File: src/rtl/nbit_demux_router_if.sv
// Bus bundle for nbit_demux_router: upstream word/handshake plus the M channel outputs.
// The master modport is the producer/consumer side; the slave modport is the router.
interface nbit_demux_router_if #(
  parameter int unsigned N     = 5,
  parameter int unsigned M     = 4,
  parameter int unsigned CNT_W = 8
);
  localparam int unsigned SEL_W = $clog2(M);

  logic [N-1:0]     in_data;
  logic [SEL_W-1:0] in_sel;
  logic             in_bcast;
  logic             in_valid;
  logic             in_ready;
  logic [M*N-1:0]   out_data;
  logic [M-1:0]     out_valid;
  logic [M-1:0]     out_ready;
  logic             err;
  logic [CNT_W-1:0] drop_cnt;

  modport master (
    output in_data, in_sel, in_bcast, in_valid, out_ready,
    input  in_ready, out_data, out_valid, err, drop_cnt
  );

  modport slave (
    input  in_data, in_sel, in_bcast, in_valid, out_ready,
    output in_ready, out_data, out_valid, err, drop_cnt
  );
endinterface

File: src/rtl/nbit_demux_router.sv
// Registered 1-to-M demultiplexer with per-channel valid/ready, broadcast, and a
// saturating counter of words dropped for an out-of-range select.
module nbit_demux_router #(
  parameter int unsigned N     = 5,
  parameter int unsigned M     = 4,
  parameter int unsigned CNT_W = 8
) (
  input logic               clk,
  input logic               rst,
  nbit_demux_router_if.slave bus
);
  localparam int unsigned SEL_W = $clog2(M);
  localparam logic [CNT_W-1:0] CntMax = '1;

  logic [M-1:0]     full_q, full_d;
  logic [M*N-1:0]   data_q, data_d;
  logic             err_q, err_d;
  logic [CNT_W-1:0] cnt_q, cnt_d;
  logic [M-1:0]     can_acc, sel_oh, load;
  logic             sel_ok, ready, accept;

  // One-hot decode; an out-of-range select decodes to all zeros.
  always_comb begin
    sel_oh = '0;
    for (int unsigned k = 0; k < M; k++) begin
      sel_oh[k] = (bus.in_sel == SEL_W'(k));
    end
  end

  assign sel_ok  = |sel_oh;
  assign can_acc = ~full_q | bus.out_ready;

  always_comb begin
    ready = 1'b0;
    if (rst) begin
      ready = 1'b0;
    end else if (bus.in_bcast) begin
      ready = &can_acc;
    end else if (sel_ok) begin
      ready = |(can_acc & sel_oh);
    end else begin
      ready = 1'b1;
    end
  end

  assign accept = bus.in_valid & ready;

  // A load on a draining channel wins, so the channel stays full with the new word.
  always_comb begin
    load = '0;
    if (accept) begin
      load = bus.in_bcast ? {M{1'b1}} : sel_oh;
    end
    full_d = (full_q & ~bus.out_ready) | load;
    data_d = data_q;
    for (int unsigned k = 0; k < M; k++) begin
      if (load[k]) begin
        data_d[k*N +: N] = bus.in_data;
      end
    end
    err_d = accept & ~bus.in_bcast & ~sel_ok;
    cnt_d = cnt_q;
    if (err_d && (cnt_q != CntMax)) begin
      cnt_d = cnt_q + CNT_W'(1);
    end
  end

  always_ff @(posedge clk or posedge rst) begin
    if (rst) begin
      full_q <= '0;
      data_q <= '0;
      err_q  <= 1'b0;
      cnt_q  <= '0;
    end else begin
      full_q <= full_d;
      data_q <= data_d;
      err_q  <= err_d;
      cnt_q  <= cnt_d;
    end
  end

  assign bus.in_ready  = ready;
  assign bus.out_data  = data_q;
  assign bus.out_valid = full_q;
  assign bus.err       = err_q;
  assign bus.drop_cnt  = cnt_q;
endmodule

File: src/flat_wrapper.sv
// flat-port wrapper written by rule: the top's interface ports become plain ports
module nbit_demux_router_flat 
#(
  parameter int unsigned N     = 5,
  parameter int unsigned M     = 4,
  parameter int unsigned CNT_W = 8
)
  (clk, rst, bus_in_data, bus_in_sel, bus_in_bcast, bus_in_valid, bus_out_ready, bus_in_ready, bus_out_data, bus_out_valid, bus_err, bus_drop_cnt);
  nbit_demux_router_if #(.N(N), .M(M), .CNT_W(CNT_W)) bus_i ();
  input logic clk;
  input logic rst;
  input wire logic [$bits(bus_i.in_data)-1:0] bus_in_data;
  input wire logic [$bits(bus_i.in_sel)-1:0] bus_in_sel;
  input wire logic [$bits(bus_i.in_bcast)-1:0] bus_in_bcast;
  input wire logic [$bits(bus_i.in_valid)-1:0] bus_in_valid;
  input wire logic [$bits(bus_i.out_ready)-1:0] bus_out_ready;
  output wire logic [$bits(bus_i.in_ready)-1:0] bus_in_ready;
  output wire logic [$bits(bus_i.out_data)-1:0] bus_out_data;
  output wire logic [$bits(bus_i.out_valid)-1:0] bus_out_valid;
  output wire logic [$bits(bus_i.err)-1:0] bus_err;
  output wire logic [$bits(bus_i.drop_cnt)-1:0] bus_drop_cnt;
  assign bus_i.in_data = bus_in_data;
  assign bus_i.in_sel = bus_in_sel;
  assign bus_i.in_bcast = bus_in_bcast;
  assign bus_i.in_valid = bus_in_valid;
  assign bus_i.out_ready = bus_out_ready;
  assign bus_in_ready = bus_i.in_ready;
  assign bus_out_data = bus_i.out_data;
  assign bus_out_valid = bus_i.out_valid;
  assign bus_err = bus_i.err;
  assign bus_drop_cnt = bus_i.drop_cnt;
  nbit_demux_router #(.N(N), .M(M), .CNT_W(CNT_W)) u_core (.clk(clk), .rst(rst), .bus(bus_i));
endmodule
File: config.mk
export PLATFORM = sky130hd
export DESIGN_NAME = nbit_demux_router_flat
export DESIGN_NICKNAME = d
export VERILOG_FILES = /design/src/rtl/nbit_demux_router_if.sv /design/src/rtl/nbit_demux_router.sv /design/src/flat_wrapper.sv
export SDC_FILE = /design/constraint.sdc
export NUM_CORES = 1
export LEC_CHECK = 0
export CORE_ASPECT_RATIO = 0.75
export CORE_MARGIN = 3
export CORE_UTILIZATION = 39
export CTS_CLUSTER_DIAMETER = 50
export DETAILED_ROUTE_END_ITERATION = 10
export GPL_ROUTABILITY_DRIVEN = 0
export PLACE_DENSITY = 0.82
export SLEW_MARGIN = 10
export SYNTH_ARGS = -nofsm -noshare
export SYNTH_HDL_FRONTEND = slang
export SYNTH_SLANG_ARGS = --single-unit
export TNS_END_PERCENT = 50
File: constraint.sdc
create_clock -name clk -period 1.9 [get_ports clk]
set_input_delay 0.285 -clock clk [delete_from_list [all_inputs] [get_ports clk]]
set_output_delay 0.285 -clock clk [all_outputs]
set_load 0.02 [all_outputs]
Word-level counts from Yosys, hierarchy flattened
Cells that the tools add are included.
{ "classes": {"muxes": 5, "addsub": 1, "eq_ne": 4, "n_reduce_logical": 5, "n_bitwise": 11} }
{ "ops": {"columns": ["cell", "n"], "rows": [
  ["$add A8 B1 Y8 const B", 1],
  ["$and A4 B4 Y4", 2],
  ["$mux W4", 2],
  ["$ne A8 B8 Y1 const B", 1],
  ["$not A4 Y4", 2],
  ["$or A4 B4 Y4", 2],
  ["$reduce_or A4 Y1", 2],
  ["$eq A2 B2 Y1 const B", 2],
  ["$reduce_and A4 Y1", 1],
  ["$and A1 B1 Y1", 3],
  ["$mux W1", 3],
  ["$eq A2 B1 Y1 const B", 1],
  ["$logic_not A2 Y1", 1],
  ["$not A1 Y1", 2],
  ["$logic_and A1 B1 Y1", 1]
]} }
{ "word_totals": {"elab_cells": 33, "out_inout_bits": 34, "in_bits": 15, "ff_bits": 33} }

Depth between registers and ports, before layout
{ "depth": {"depth_word": 11, "mapped_depth": 4, "mapped_depth_nobuf": 4} }

Worst setup path before layout
No wires, ideal clock.
{ "synth_timing": {"path_kind": "register -> register", "startpoint": "register u_core.full_q[3] (netlist: u_core.bus.out_valid[3])", "endpoint": "register u_core.data_q[0] (netlist: u_core.bus.out_data[0])", "arrival_ns": 1.733, "slack_ns": 0.040, "n_path_buf": 0, "t_required_ns": 1.772, "stages_incl_launch_ff": 5, "setup_time_ns": 0.128, "synth_period_minus_slack_ns": 1.860, "path_cell_list": "dfrtp_1 -> nand2b_4 -> mux4_2 -> o211ai_4 -> mux2_1"} }
{ "synth_via": {"elab_chain_cells": 9, "elab_cells_between_ends": 10, "classes_between": "mux: 4; bitwise: 4; reduce/logical: 2"} }
{ "synth_rtl": {"columns": ["element", "line_no", "text"], "rows": [
  ["from (decl)", "nbit_demux_router.sv:15", "logic [M-1:0] full_q, full_d;"],
  ["from (signal assigned)", "nbit_demux_router.sv:75", "full_q <= full_d;"],
  ["$not A4 Y4 (*)", "nbit_demux_router.sv:31", "assign can_acc = ~full_q | bus.out_ready;"],
  ["$or A4 B4 Y4 (*)", "nbit_demux_router.sv:31", null],
  ["$and A4 B4 Y4", "nbit_demux_router.sv:40", "ready = |(can_acc & sel_oh);"],
  ["$reduce_or A4 Y1", "nbit_demux_router.sv:40", null],
  ["$mux W1", "nbit_demux_router.sv:39", "end else if (sel_ok) begin"],
  ["$mux W1 (*)", "nbit_demux_router.sv:37", "end else if (bus.in_bcast) begin"],
  ["$mux W1 (*)", "nbit_demux_router.sv:35", "if (rst) begin"],
  ["$and A1 B1 Y1 (*)", "nbit_demux_router.sv:46", "assign accept = bus.in_valid & ready;"],
  ["$mux W4 (*)", "nbit_demux_router.sv:51", "if (accept) begin"],
  ["to (signal assigned)", "nbit_demux_router.sv:76", "data_q <= data_d;"],
  ["to (decl)", "nbit_demux_router.sv:16", "logic [M*N-1:0] data_q, data_d;"]
]} }
Every way passes the cells marked *; elsewhere a longest branch is shown, timed or not.
A chain may end at the register's enable or synchronous reset.

Worst setup path in the final report
{ "layout_timing": {"startpoint": "register u_core.full_q[3] (netlist: u_core.bus.out_valid[3])", "endpoint": "register u_core.data_q[10] (netlist: u_core.bus.out_data[10])"} }
Same word-level chain as after synthesis.

==> impl_metrics.tcl <==
set metrics [dict create \
    status "finished, violations left" \
    violations "negative setup slack" \
    grt_use_total_pct 17.7 \
    fin_worst_skew_ps 3.24 \
    fill_cells 205 \
    hold_class "flop to flop" \
    p_leak_uw 0.00108 \
    syn_area_mm2 0.00133 \
    setup_slack_ps -14.9 \
    diodes 0 \
    cts.path.max_buffers 2 \
    worstPathRequired_ps 2060 \
    areaGrowthSynthToFinish_pct 67.4 \
    fin_nets 175 \
    yosysMostFrequentCell "dfrtp_1" \
    r2r-start "u_core.bus.out_valid[3]" \
    drive_gt1_share_pct 39.4 \
    die-area_mm2 0.00415 \
    via_per_inst 4.80 \
    ys_ff_latch 33 \
    synth_top_cell_by_area "dfrtp_1" \
    ios 49 \
    row_count 17 \
    synthCells 89 \
    insertion_delay_ps 270 \
    end_kind "flop" \
    fmax_mhz 522 \
    vdd_drop_max_uv 691 \
    die_w_um 73.4 \
    cp_max_fo 6 \
    setup_tns_ps -70.9 \
    overflow 0 \
    final_hold_viol_count 0 \
    finalMaxSlewViolations 0 \
    power_density_mw_per_mm2 1010 \
    firstDrtPassIters 4 \
    setup_viol 6 \
    hold_path_depth 0 \
    drc 0 \
    seq_area_frac_synth_pct 62.1 \
    synthArstFlopShare_pct 100 \
    postSynthNetCount 104 \
    ys_top_cells_by_area "dfrtp_1, mux2_1, o211ai_4" \
    io_buffers 48 \
    routedWlPerCell_um 16.7 \
    finalPower_uw 2250 \
    antenna_found_initial 0 \
    grt_max_degree 34 \
    placement.cell_area_mm2 0.00193 \
    cts_tree "done" \
    critPathKind "flop to flop" \
    htreeDepth 2 \
    finalCritPeriodShare_pct 101 \
    startpoint_type "flop" \
    die_y_um 56.6 \
    hold_end "u_core.bus.drop_cnt[3]" \
    start_util_pct 42.8 \
    reg2regPathDepth 6 \
    rsz0062_at_grt "yes" \
    drt_wl_total_um 3310 \
    ant_nets 0 \
    synth_edf_count 0 \
    core_mm2 0.00311 \
    r2r_slack_ps -10 \
    cp.arrival_ps 2070 \
    root_buffer "clkbuf_8" \
    vias 951 \
    period_needed_ps 1910 \
    r2r_end "u_core.bus.out_data[10]" \
    grt_pass1_wl_um 5450 \
    clock-sinks 33 \
    grt_pass1_vias 1062 \
    postSynthAreaPerCell_um2 14.9 \
    worstHoldStart "u_core.bus.drop_cnt[3]" \
    cts_buffers 5 \
    yosysUniqueCellTypes 16 \
    ys.flop_type "dfrtp_1" \
    fin_area_mm2 0.00223 \
    drtIter0Drc 56 \
    yosysTopAreaCellShare_pct 62.1 \
    clk_pin_slew_ps 60 \
    ys_top_cells_by_count "dfrtp_1, mux2_1, clkbuf_1" \
    maxCapViolCount 0 \
    hpwl_um 2180 \
    yosysWarnings 0 \
]
==> power by group <==
group / switching [µW] / internal (µW) / leakage [µW]
Combinational: 353 / 477 / 0.000619
Sequential: 78.4 / 831 / 0.000412
Clock: 228 / 287 / 0.0000443
Total: 660 / 1600 / 0.00108
==> layout make-up <==
cell class	instances	area (µm²)	area share, %
Multi-Input combinational cell	46	553	24.8
Sequential cell	33	826	37.1
Timing Repair Buffer	72	706	31.7
Tap cell	38	47.5	2.14
Clock buffer	7	86.3	3.88
Inverter	2	7.51	0.337
==> metal layers <==
layer / share of wire, % / up-vias / GRT usage (%)
met5: 0 / - / 0
met4: 1.1 / 0 / 4.65
met3: 5.8 / 5 / 6.08
met2: 49 / 31 / 27.6
met1: 44 / 478 / 23.6
li1: - / 437 / -
==> repair_timing <==
| item | in CTS | in global routing |
|---|---|---|
| setup buffers | 11 | 0 |
| pin swaps | 4 | 4 |
| endpoints found under the setup margin | 21 | 21 |
| hold buffers | 0 | 0 |
| resized for setup | 32 | 2 |
==> kinds of logic (layout without fill, tap and decap cells) <==
family / after synthesis / after routing / share of synthesized area (%)
DFF: 33 / 33 / 62.1
muxes: 21 / 21 / 18.6
and+or+nand+nor: 14 / 14 / 7.15
AOI/OAI and AO/OA: 10 / 10 / 9.03
buffers and inverters: 10 / 81 / 2.82
other: 1 / 1 / 0.282
==> state kept, by name, indices dropped and copies added (netlist names) <==
signal	flops
u_core.bus.out_data	20
u_core.bus.drop_cnt	8
u_core.bus.out_valid	4
u_core.bus.err	1
==> per-stage QoR <==
step,hold WS (ps),util (%),setup slack (ps),std cells
after floorplan,414,-,39.6,89
after global placement,365,62.0,-462,180
after detailed placement,364,62.0,-471,180
after CTS,379,71.5,-6.72,198
after global routing,391,71.7,-34.5,198
final,373,71.7,-14.9,198
==> placed cells by master (no fill, tap or decap), types with 5 or more instances in the layout <==
master           netlist  layout
buf_4                  0      20
clkbuf_8               0       6
clkdlybuf4s50_1        0      42
dfrtp_1               33      33
dlygate4sd2_1          0       5
mux2_4                 0      20
==> worst max-delay path: stages (launching register included) <==
cell,delay (ps)
dfrtp_1,390
nand2b_4,70
mux4_2,520
buf_6,170
o211ai_4,180
buf_12,160
mux2_4,300
==> worst max-delay path by stage <==
stage	cells after the start	slack [ps]	end	startpoint
final	6	-10	u_core.bus.out_data[10]	u_core.bus.out_valid[3]
after global routing	6	-30	u_core.bus.out_data[19]	u_core.bus.out_valid[3]
after CTS	6	-7	u_core.bus.out_data[0]	u_core.bus.out_valid[3]
after detailed placement	6	-470	bus_in_ready	bus_out_ready[3]
after global placement	5	-460	bus_in_ready	bus_in_sel[0]
after floorplan	4	40	u_core.bus.out_data[0]	u_core.bus.out_valid[3]
Power figures use the tool's default switching activity.
